**config.mk**
```make
export PLATFORM = sky130hd
export DESIGN_NAME = coin_dispenser
export DESIGN_NICKNAME = d
export VERILOG_FILES = /design/src/rtl/vend_pkg.sv /design/src/rtl/coin_pulse_timer.sv /design/src/rtl/coin_dispenser.sv
export SDC_FILE = /design/constraint.sdc
export NUM_CORES = 1
export LEC_CHECK = 0
export BUFFER_PORTS_ARGS = -buffer_cell sky130_fd_sc_hd__buf_2
export CAP_MARGIN = 10
export CORE_AREA = 5 5 124 91
export CTS_BUF_LIST = sky130_fd_sc_hd__clkbuf_8 sky130_fd_sc_hd__clkbuf_16
export DETAILED_ROUTE_END_ITERATION = 7
export DIE_AREA = 0 0 129 96
export GPL_ROUTABILITY_DRIVEN = 0
export GPL_TIMING_DRIVEN = 0
export PLACE_DENSITY_LB_ADDON = 0.05
export SLEW_MARGIN = 30
export SYNTH_ARGS = -nofsm -noshare
export SYNTH_HDL_FRONTEND = slang
export SYNTH_HIERARCHICAL = 1
export SYNTH_SLANG_ARGS = --single-unit
```
**constraint.sdc**
```tcl
create_clock -name clock -period 4.57 [get_ports clock]
set_clock_uncertainty 0.15 [all_clocks]
set_input_delay 0.914 -clock clock [delete_from_list [all_inputs] [get_ports clock]]
set_output_delay 0.914 -clock clock [all_outputs]
set_load 0.02 [all_outputs]
```
**src/rtl/vend_pkg.sv**
```systemverilog
// -----------------------------------------------------------------------------
// vend_pkg
// Shared definitions for the vending machine datapath.
//   - Coin index constants. The index is both the bit position in the one-hot
//     eject vector and the slot in per-denomination arrays.
//   - State encoding for the coin dispenser FSM.
//   - Helpers that pick the next coin to dispense and build its one-hot
//     eject code.
// -----------------------------------------------------------------------------
package vend_pkg;

    localparam logic [1:0] COIN_HALF    = 2'd3;
    localparam logic [1:0] COIN_QUARTER = 2'd2;
    localparam logic [1:0] COIN_DIME    = 2'd1;
    localparam logic [1:0] COIN_NICKEL  = 2'd0;

    typedef enum logic [1:0] {
        ST_IDLE  = 2'd0,
        ST_EJECT = 2'd1,
        ST_GAP   = 2'd2,
        ST_DONE  = 2'd3
    } disp_state_e;

    // Highest denomination that still has a nonzero pending count.
    // Returns nickel when every count is zero; callers check for that first.
    function automatic logic [1:0] pick_coin(input logic [3:0] half,
                                             input logic [3:0] quarter,
                                             input logic [3:0] dime,
                                             input logic [3:0] nickel);
        logic [1:0] sel;
        sel = COIN_NICKEL;
        if (nickel != 4'd0)  sel = COIN_NICKEL;
        if (dime != 4'd0)    sel = COIN_DIME;
        if (quarter != 4'd0) sel = COIN_QUARTER;
        if (half != 4'd0)    sel = COIN_HALF;
        return sel;
    endfunction

    function automatic logic [3:0] coin_onehot(input logic [1:0] idx);
        return 4'b0001 << idx;
    endfunction

endpackage

```
**src/rtl/coin_pulse_timer.sv**
```systemverilog
// -----------------------------------------------------------------------------
// coin_pulse_timer
// Down-counter that times eject pulses and the gaps between them.
// Loading N makes expire_o high on the N-th cycle after the load, so a state
// that loads on its way in and leaves on expire lasts exactly N cycles.
// Ports:
//   clock_i     in  1  system clock
//   reset_n_i   in  1  asynchronous active-low reset
//   load_i      in  1  load load_val_i (has priority over counting)
//   load_val_i  in  W  cycle count to time
//   expire_o    out 1  high on the last cycle of the timed interval
// -----------------------------------------------------------------------------
module coin_pulse_timer #(
    parameter int W = 3
) (
    input  logic         clock_i,
    input  logic         reset_n_i,
    input  logic         load_i,
    input  logic [W-1:0] load_val_i,
    output logic         expire_o
);

    logic [W-1:0] count_q;
    logic [W-1:0] count_d;

    always_comb begin
        count_d = count_q;
        if (load_i) begin
            count_d = load_val_i;
        end else if (count_q != '0) begin
            count_d = count_q - W'(1);
        end
    end

    always_ff @(posedge clock_i or negedge reset_n_i) begin
        if (!reset_n_i) begin
            count_q <= '0;
        end else begin
            count_q <= count_d;
        end
    end

    assign expire_o = (count_q == W'(1));

endmodule

```
**src/rtl/coin_dispenser.sv**
```systemverilog
// -----------------------------------------------------------------------------
// coin_dispenser
// Latches the four coin counts on a rising edge of done_change_maker, then
// ejects the coins one at a time (half dollar first, nickel last) with a
// fixed pulse/gap timing. Owns the coin inventory and reports which
// denominations are still available.
// Optional feature macro: COIN_REFILL_EN adds the refill port group; refills
// are applied only while idle and saturate at the counter maximum.
// Ports:
//   clock, reset_n            clock, asynchronous active-low reset
//   enable                    synchronous clear of the current job and fault
//   done_change_maker         job trigger (rising edge, ignored while busy)
//   half_dollar..nickel [4]   coin counts to dispense
//   refill, refill_sel, refill_amount   (COIN_REFILL_EN only)
//   eject [4]                 one-hot solenoid drive (3=half .. 0=nickel)
//   busy                      job in progress
//   done_dispense             one-cycle pulse at job end
//   fault                     sticky: a requested coin was out of stock
//   is_there_coin [4]         per-denomination inventory nonzero
// -----------------------------------------------------------------------------
module coin_dispenser
    import vend_pkg::*;
#(
    parameter int INV_W        = 6,
    parameter int INIT_COUNT   = 20,
    parameter int PULSE_CYCLES = 4,
    parameter int GAP_CYCLES   = 4
) (
    input  logic             clock,
    input  logic             reset_n,
    input  logic             enable,
    input  logic             done_change_maker,
    input  logic [3:0]       half_dollar,
    input  logic [3:0]       quarter,
    input  logic [3:0]       dime,
    input  logic [3:0]       nickel,
`ifdef COIN_REFILL_EN
    input  logic             refill,
    input  logic [1:0]       refill_sel,
    input  logic [INV_W-1:0] refill_amount,
`endif
    output logic [3:0]       eject,
    output logic             busy,
    output logic             done_dispense,
    output logic             fault,
    output logic [3:0]       is_there_coin
);

    localparam int TMR_MAX = (PULSE_CYCLES > GAP_CYCLES) ? PULSE_CYCLES : GAP_CYCLES;
    localparam int TMR_W   = $clog2(TMR_MAX + 1);

    disp_state_e      state_q, state_d;
    logic [3:0]       cnt_q [4];
    logic [3:0]       cnt_d [4];
    logic [INV_W-1:0] inv_q [4];
    logic [INV_W-1:0] inv_d [4];
    logic             fault_q, fault_d;
    logic             edge_q;
    // entry_q marks the first cycle of an EJECT visit, where the stock check
    // and the inventory/pending decrements happen.
    logic             entry_q, entry_d;
    // Coin being ejected; frozen for the whole pulse because the pending
    // count (and therefore the priority pick) changes on the entry cycle.
    logic [1:0]       cur_q, cur_d;

    logic             rise;
    logic             pending;
    logic             cur_empty;
    logic             tmr_load;
    logic [TMR_W-1:0] tmr_val;
    logic             tmr_expire;

    assign rise      = done_change_maker & ~edge_q;
    assign pending   = (cnt_q[3] != 4'd0) | (cnt_q[2] != 4'd0) |
                       (cnt_q[1] != 4'd0) | (cnt_q[0] != 4'd0);
    assign cur_empty = (inv_q[cur_q] == '0);

`ifdef COIN_REFILL_EN
    logic [INV_W:0] refill_sum;
    assign refill_sum = {1'b0, inv_q[refill_sel]} + {1'b0, refill_amount};
`endif

    coin_pulse_timer #(
        .W(TMR_W)
    ) u_timer (
        .clock_i   (clock),
        .reset_n_i (reset_n),
        .load_i    (tmr_load),
        .load_val_i(tmr_val),
        .expire_o  (tmr_expire)
    );

    always_comb begin
        state_d  = state_q;
        fault_d  = fault_q;
        cur_d    = cur_q;
        entry_d  = 1'b0;
        tmr_load = 1'b0;
        tmr_val  = TMR_W'(PULSE_CYCLES);
        for (int i = 0; i < 4; i++) begin
            cnt_d[i] = cnt_q[i];
            inv_d[i] = inv_q[i];
        end

        if (enable) begin
            state_d = ST_IDLE;
            fault_d = 1'b0;
            for (int i = 0; i < 4; i++) cnt_d[i] = 4'd0;
        end else begin
            case (state_q)
                ST_IDLE: begin
                    if (rise) begin
                        cnt_d[COIN_HALF]    = half_dollar;
                        cnt_d[COIN_QUARTER] = quarter;
                        cnt_d[COIN_DIME]    = dime;
                        cnt_d[COIN_NICKEL]  = nickel;
                        if ((half_dollar | quarter | dime | nickel) != 4'd0) begin
                            state_d  = ST_EJECT;
                            cur_d    = pick_coin(half_dollar, quarter, dime, nickel);
                            entry_d  = 1'b1;
                            tmr_load = 1'b1;
                        end else begin
                            state_d = ST_DONE;
                        end
                    end
`ifdef COIN_REFILL_EN
                    if (refill) begin
                        inv_d[refill_sel] = refill_sum[INV_W] ? '1 : refill_sum[INV_W-1:0];
                    end
`endif
                end
                ST_EJECT: begin
                    if (entry_q && cur_empty) begin
                        // Out of stock: abandon the rest of the job.
                        fault_d = 1'b1;
                        state_d = ST_DONE;
                        for (int i = 0; i < 4; i++) cnt_d[i] = 4'd0;
                    end else begin
                        if (entry_q) begin
                            inv_d[cur_q] = inv_q[cur_q] - INV_W'(1);
                            cnt_d[cur_q] = cnt_q[cur_q] - 4'd1;
                        end
                        if (tmr_expire) begin
                            state_d  = ST_GAP;
                            tmr_load = 1'b1;
                            tmr_val  = TMR_W'(GAP_CYCLES);
                        end
                    end
                end
                ST_GAP: begin
                    if (tmr_expire) begin
                        if (pending) begin
                            state_d  = ST_EJECT;
                            cur_d    = pick_coin(cnt_q[3], cnt_q[2], cnt_q[1], cnt_q[0]);
                            entry_d  = 1'b1;
                            tmr_load = 1'b1;
                        end else begin
                            state_d = ST_DONE;
                        end
                    end
                end
                ST_DONE: begin
                    state_d = ST_IDLE;
                end
                default: begin
                    state_d = ST_IDLE;
                end
            endcase
        end
    end

    always_ff @(posedge clock or negedge reset_n) begin
        if (!reset_n) begin
            state_q <= ST_IDLE;
            fault_q <= 1'b0;
            edge_q  <= 1'b0;
            entry_q <= 1'b0;
            cur_q   <= COIN_NICKEL;
            for (int i = 0; i < 4; i++) begin
                cnt_q[i] <= 4'd0;
                inv_q[i] <= INV_W'(INIT_COUNT);
            end
        end else begin
            state_q <= state_d;
            fault_q <= fault_d;
            // Tracks the level even while busy so a held-high level never
            // looks like a new edge once the job ends.
            edge_q  <= done_change_maker;
            entry_q <= entry_d;
            cur_q   <= cur_d;
            for (int i = 0; i < 4; i++) begin
                cnt_q[i] <= cnt_d[i];
                inv_q[i] <= inv_d[i];
            end
        end
    end

    // The solenoid stays off on an entry cycle that discovers an empty slot.
    assign eject = (state_q == ST_EJECT && !(entry_q && cur_empty)) ? coin_onehot(cur_q) : 4'b0000;
    assign busy          = (state_q != ST_IDLE);
    assign done_dispense = (state_q == ST_DONE);
    assign fault         = fault_q;

    for (genvar gi = 0; gi < 4; gi++) begin : g_avail
        assign is_there_coin[gi] = (inv_q[gi] != '0);
    end

endmodule

```
==> results of run 1 <==
[synthesized netlist by cell type, types with 5 or more instances]
cell type  number  area share
a221o_1         6       0.021
nand2b_1        8       0.017
ha_1            6       0.026
and3_1          7       0.015
mux2_2         20       0.077
dfrtp_1        42        0.36
nor2_1         14       0.018
nor4_1         12       0.026
nor2b_1         5       0.011
nor3_1         10       0.017
dfstp_2         8       0.072
a21oi_1         6       0.010
nand2_1        16       0.021
inv_1          20       0.026
o221ai_1        6       0.018
mux4_2         10       0.077
o21ai_0        13       0.022
[tightest hold or removal path: stages, from the launching register on]
cell,delay (ps)
dfrtp_1,350
a21oi_1,40
nor2_1,80
[sequential cells by signal (all words and copies together) (netlist names)]
| signal | count |
|---|---|
| inv_q | 24 |
| state_q | 2 |
| entry_q | 1 |
| cur_q | 2 |
| fault | 1 |
| edge_q | 1 |
| u_timer/count_q | 3 |
| cnt_q | 16 |
[final timing paths]
kind	startpoint	endpoint	cells past startpoint
min reg2reg	fault$_DFFE_PN0P_	fault$_DFFE_PN0P_	2
min in group asynchronous	reset_n	edge_q$_DFF_PN0_	1
min	fault$_DFFE_PN0P_	fault$_DFFE_PN0P_	2
max in group asynchronous	reset_n	cnt_q[10]$_DFFE_PN0P_	1
max	cur_q[1]$_DFFE_PN0P_	eject[1]	11
max reg2reg	cur_q[1]$_DFFE_PN0P_	u_timer/count_q[1]$_DFFE_PN0P_	12
[layout make-up]
cell class | instances | share of cell area
plain buffers | 10 | 0.01872
well taps | 132 | 0.04844
clock inverters | 3 | 0.01211
inverters | 21 | 0.02312
clock buffers | 5 | 0.03670
multi-input cells | 195 | 0.4477
flip-flops and latches | 50 | 0.3699
repair buffers | 29 | 0.04330
[metal layers]
metal  global-route usage  vias to the layer above
met5                    0                        -
li1                     -                     1094
met2               0.1987                       40
met1               0.2108                     1141
met4              0.02360                        0
met3              0.02884                        2
[logic make-up (layout without fill, tap and decap cells)]
| kind of cell | Yosys count | count (layout) | synth area share |
|---|---|---|---|
| AOI/OAI and AO/OA | 57 | 57 | 0.1418 |
| xor gates and xnor gates | 6 | 6 | 0.01799 |
| adders and majority gates | 6 | 6 | 0.02570 |
| buffers and inverters | 31 | 68 | 0.04882 |
| DFF | 50 | 50 | 0.4317 |
| muxes | 32 | 32 | 0.1610 |
| other | 2 | 3 | 0.002571 |
| and+or+nand+nor | 91 | 91 | 0.1705 |
[through the flow]
| stage | total power, mW | std cells |
|---|---|---|
| after floorplan | 1.341 | 276 |
| after global placement | 1.650 | 437 |
| after detailed placement | 1.636 | 437 |
| after CTS | 2.074 | 445 |
| after global routing | 2.207 | 445 |
| final | 2.053 | 445 |
[power by group]
part	leakage [nW]	switching [mW]	internal, mW	total [mW]
Sequential	0.631	0.0949	0.559	0.654
Clock	0.0812	0.166	0.257	0.422
Combinational	0.782	0.588	0.389	0.977
Total	1.49	0.848	1.20	2.05
==> metrics.csv, run 1 <==
stage,metric,value,unit
layout,Util after Layout,0.3407,
layout,Reg area,1261,um2
sta,RSZ-0062 raised after global routing,false,
sta,fraction of the cycle the final worst path needs,0.9096,
sta,Final WS setup,413.4,ps
power,PwrDens,602.1,nW/um2
worst_setup_path,crit path buf inv count,4,
floorplan,DIE AREA,12380,um2
routing,Post-Route WL,8.055,mm
synth,syn avg cell area,10.62,um2
sta,slew at the pin closest to its max-slew limit,830.8,ps
grt,number of global-route vias before repair,2342,
synth,YS warnings,6,
routing,max layer used,met4,
sta,Max Fclk,240.6,MHz
synth,most used flip-flop cell after synthesis,dfrtp_1,
floorplan,Die Span Y,96,um
routing,Vias,2277,
sta,total negative setup slack,0,ps
clocking,clock sinks,50,
layout,"most common cell after layout, fill and taps aside",dfrtp_1,
worst_setup_path,WP data required,3510,ps
layout,area occupied by multi-input gates,1526,um2
placement,worst slack at placement,689.8,ps
layout,post-route cell area,3410,um2
synth,Mapped Cells,275,
floorplan,I/O pins,31,
placement,DP HPWL,6.160,mm
worst_setup_path,crit start category,flip-flop,
routing,Pre-Repair DR Iteration Count,4,
clocking,clk root buf,clkbuf_16,
routing,routed wire length on met2,3.407,mm
clocking,CTS max path bufs,2,
grt,initial antenna violation count,0,
synth,Synth Cell Area,2922,um2
worst_setup_path,Crit. End Element,output pin,
sta,Max Slew Vio Count,0,
worst_setup_path,"Largest delay share family, worst path",buffers and inverters,
worst_setup_path,slowest CP cell,mux4_2,
floorplan,starting density of the core,0.2919,
synth,Netlist cell types,52,
power,Peak VDD IR,220.8,uV
worst_hold_path,Hold Path Class,reg -> reg,
clocking,CTS tree,yes,
layout,most frequent cells in the layout,"dfrtp_1, buf_2, inv_1",
run,max-cap viol count,0,
grt,Overall Global Routing Usage,0.1371,
clocking,post-CTS setup buffer count,0,
sta,crit path time final,4157,ps
routing,Final ANT Viol Nets,0,
worst_setup_path,worst-path cell chain,"buf_2, buf_2, mux4_2, inv_1, ha_1, nand3_1, o22ai_1, and3_1, nand2b_1, nor2_1, buf_2",
synth,"EDFF count, synth",0,
worst_setup_path,CP arrival,3090,ps
routing,met3 wire len,374,um
floorplan,Die X,129,um
layout,area grow syn2layout,16.70,%
routing,Remaining DRCs,0,
routing,post-DR wirelength/cell,18.10,um
floorplan,FP Rows,31,
sta,Final Hold Vio Count,0,
worst_setup_path,r2r setup slk,1120,ps
sta,relative slew slack,0.4410,
clocking,CTS Buf Count,5,
worst_setup_path,Crit Path Max Fanout,10,
synth,ys async rst share,1.000,
layout,nets@finish,338,
worst_setup_path,CP Class,reg -> out,
sta,Hold WS,358.0,ps
grt,first-pass GRT wire length,13.04,mm
floorplan,CORE AREA,10010,um2
layout,share of post-route cells with drive strength above 1,0.2907,
layout,# fillers,1036,
power,LEAKAGE,1.495,nW
clocking,hold buffers post-CTS,0,
grt,total grt overflow,0,
clocking,"Clk Latency, worst-skew pair",290,ps
clocking,H-tree levels,2,
placement,DP Area,3238,um2
routing,wl on met1,4.242,mm
routing,Starting DRT DRC Count,183,
clocking,post-CTS sizing,0,
worst_setup_path,Critical Path Max Stage Delay,400,ps
synth,Seq cells post-synth,50,
status,status,"finished, final reports clean",
clocking,clock transition at the registers of the reported paths,60,ps
routing,Via density,5.117,
synth,sequential area share after synthesis,0.4317,
layout,diode count,0,
sta,endpoints failing setup,0,
grt,largest net degree at the start of global routing,51,
placement,port bufs,29,
worst_setup_path,CP dominant cell by count,buf_2,
Power figures use the tool's default switching activity.
==> run 2, diff against run 1 <==
==> constraint.sdc (replaced) <==
create_clock -name clock -period 3.65 [get_ports clock]
set_clock_uncertainty 0.15 [all_clocks]
set_input_delay 0.73 -clock clock [delete_from_list [all_inputs] [get_ports clock]]
set_output_delay 0.73 -clock clock [all_outputs]
set_load 0.02 [all_outputs]
==> run 2 against run 1 <==
Final cell count is 0.22% higher. Highest routed layer unchanged. Via count shrank 0.53%. Core utilization increased by 0.31 points. Sequential share of layout area fell by 0.34 points. Clock-buffer cell count unchanged. Total power up 27%.
==> metrics.csv, run 2 (synthesis results as in run 1) <==
stage,metric,value,unit,change
status,status,"finished, final reports clean",,unchanged
floorplan,I/O pins,31,,unchanged
routing,Post-Route WL,8.071,mm,was 8.055 mm
clocking,clk root buf,clkbuf_16,,unchanged
routing,Starting DRT DRC Count,175,,was 183
sta,crit path time final,3496,ps,
grt,total grt overflow,0,,unchanged
clocking,CTS max path bufs,2,,unchanged
worst_hold_path,Hold Path Class,in -> async,,was reg -> reg
routing,Via density,5.078,,was 5.117
grt,Overall Global Routing Usage,0.1370,,was 0.1371
power,combinational share of power,0.483,,was 0.476
worst_setup_path,CP Class,reg -> out,,unchanged
sta,slew at the pin closest to its max-slew limit,864.9,ps,was 830.8 ps
run,max-cap viol count,0,,unchanged
worst_setup_path,WP data required,2770,ps,was 3510 ps
worst_setup_path,reg-to-reg endpoint,u_timer/count_q[1]$_DFFE_PN0P_,,unchanged
layout,diode count,0,,unchanged
routing,Pre-Repair DR Iteration Count,4,,unchanged
power,LEAKAGE,1.510,nW,was 1.495 nW
grt,number of global-route vias before repair,2346,,"was 2,342"
grt,first-pass GRT wire length,13.04,mm,unchanged
power,PwrDens,757.9,nW/um2,was 602.1 nW/um2
clocking,CTS tree,yes,,unchanged
worst_setup_path,CP arrival,2620,ps,was 3090 ps
sta,Max Slew Vio Count,0,,unchanged
power,Int Pwr,1.534,mW,was 1.205 mW
floorplan,CORE AREA,10010,um2,unchanged
layout,biggest regs,"inv_q (24), cnt_q (16), u_timer/count_q (3)",,unchanged
layout,Largest Register,inv_q,,unchanged
grt,met2 Resource Use GR,0.1991,,was 0.1987
floorplan,Die Span Y,96,um,unchanged
layout,"most common cell after layout, fill and taps aside",dfrtp_1,,unchanged
grt,layer carrying the most global-route usage,met1,,unchanged
routing,Vias,2265,,"was 2,277"
power,overall power,2.608,mW,was 2.053 mW
grt,initial antenna violation count,0,,unchanged
grt,GR Util met1,0.2101,,was 0.2108
clocking,clock transition at the registers of the reported paths,60,ps,about the same
placement,port bufs,29,,unchanged
worst_setup_path,r2r setup slk,450,ps,was 1120 ps
layout,most frequent cells in the layout,"dfrtp_1, buf_2, inv_1, mux2_2, nand2_1",,"was dfrtp_1, buf_2, inv_1"
placement,DP Area,3238,um2,unchanged
clocking,clock sinks,50,,unchanged
routing,Remaining DRCs,0,,unchanged
sta,relative slew slack,0.4181,,was 0.4410
routing,Final ANT Viol Nets,0,,unchanged
worst_setup_path,crit start category,flip-flop,,unchanged
floorplan,FP Rows,31,,unchanged
clocking,CTS Buf Count,5,,unchanged
worst_setup_path,Crit. End Element,output pin,,unchanged
power,total net switching power,1.074,mW,was 0.8484 mW
layout,share of post-route cells with drive strength above 1,0.3057,,was 0.2907
worst_setup_path,R2R Path Start,cur_q[1]$_DFFE_PN0P_,,unchanged
routing,post-DR wirelength/cell,18.10,um,about the same
layout,nets@finish,339,,was 338
floorplan,DIE AREA,12380,um2,unchanged
floorplan,Die X,129,um,unchanged
layout,area grow syn2layout,17.77,%,was 16.70%
clocking,"Clk Latency, worst-skew pair",290,ps,about the same
grt,largest net degree at the start of global routing,51,,unchanged
power,Peak VDD IR,275.2,uV,was 220.8 uV
sta,endpoints failing setup,0,,unchanged
layout,# fillers,1034,,"was 1,036"
worst_setup_path,reg2reg path depth,12,,unchanged
grt,met3 Resource Use GR,0.02884,,unchanged
sta,fraction of the cycle the final worst path needs,0.9579,,
worst_setup_path,Crit Path Max Fanout,10,,unchanged
floorplan,starting density of the core,0.2919,,unchanged
sta,RSZ-0062 raised after global routing,false,,unchanged
sta,Final Hold Vio Count,0,,unchanged
power,Seq pwr share,0.314,,was 0.318
layout,post-route cell area,3441,um2,was 3410 um2
power,Net Sw Frac,0.4118,,was 0.4133
clocking,H-tree levels,2,,unchanged
sta,Max Fclk,286.0,MHz,
power,clock share of power,0.203,,was 0.206
placement,DP HPWL,6.160,mm,unchanged
layout,number of flip-flops in the largest register,24,,unchanged
clocking,hold buffers post-CTS,0,,unchanged
## run 2: changes by cell type in the layout (fill, tap and decap cells not counted), sizes merged
cell and delta:
buf +1
## run 2: area by class of cell
class | count | area, um2 | share of cell area
Clock buffer | 5 | 125.1 | 0.03636
Tap cell | 132 | 165.2 | 0.04800
Clock inverter | 3 | 41.29 | 0.01200
Sequential cell | 50 | 1261 | 0.3665
Inverter | 21 | 78.83 | 0.02291
Buffer | 10 | 72.57 | 0.02109
Timing Repair Buffer | 30 | 155.1 | 0.04509
Multi-Input combinational cell | 195 | 1541 | 0.4480
## run 2: power groups by stage
stage	logic (mW)	clock network, mW	registers, mW
global route	1.39	0.568	0.839
CTS	1.24	0.550	0.818
floorplan	0.898	0	0.781
detailed placement	1.22	0	0.828
finish	1.26	0.529	0.819
global placement	1.23	0	0.832
## run 2: worst max path at each step
| stage | end | cells after the start | start | slack [ps] |
|---|---|---|---|---|
| 6_report | eject[1] | 11 | cur_q[1]$_DFFE_PN0P_ | 150 |
| 5_1_grt | eject[1] | 11 | cur_q[1]$_DFFE_PN0P_ | 30 |
| 4_1_cts | eject[1] | 11 | cur_q[1]$_DFFE_PN0P_ | 30 |
| 3_5_place_dp | eject[1] | 11 | cur_q[1]$_DFFE_PN0P_ | -50 |
| 3_3_place_gp | eject[1] | 11 | cur_q[1]$_DFFE_PN0P_ | -50 |
| 2_1_floorplan | eject[0] | 10 | cur_q[1]$_DFFE_PN0P_ | 660 |
## run 2: per-layer routing
layer,wire [um],share of wire
met1,4300,0.53
met2,3430,0.42
met3,308,0.038
met4,31,0.0038
met5,0,0
## run 2: critical path: stages, from the launching register on
cell      delay [ps]
dfrtp_1          320
buf_4            190
buf_6            180
mux4_2           350
inv_2            110
ha_1             200
nand3_1          100
o22ai_2          180
and3_2           260
nand2b_4         170
nor2_1            70
buf_2            180
## run 2: timing repair
item,CTS,global route
endpoints found under the setup margin,4,4
pin swaps,0,0
gates resized for setup,6,2
buffers inserted,0,1
## run 2: through the flow
step           worst slack (ps)  cells  setup TNS, ps    util  hold slack [ps]
5_1_grt                   29.52    446              0  0.3438            368.9
3_5_place_dp             -46.19    437         -68.73  0.3236            337.1
2_1_floorplan             657.8    276              0       -            284.4
6_report                  153.5    446              0  0.3438            311.2
4_1_cts                   27.01    445              0  0.3421            352.4
3_3_place_gp             -51.92    437         -65.80  0.3233            332.9
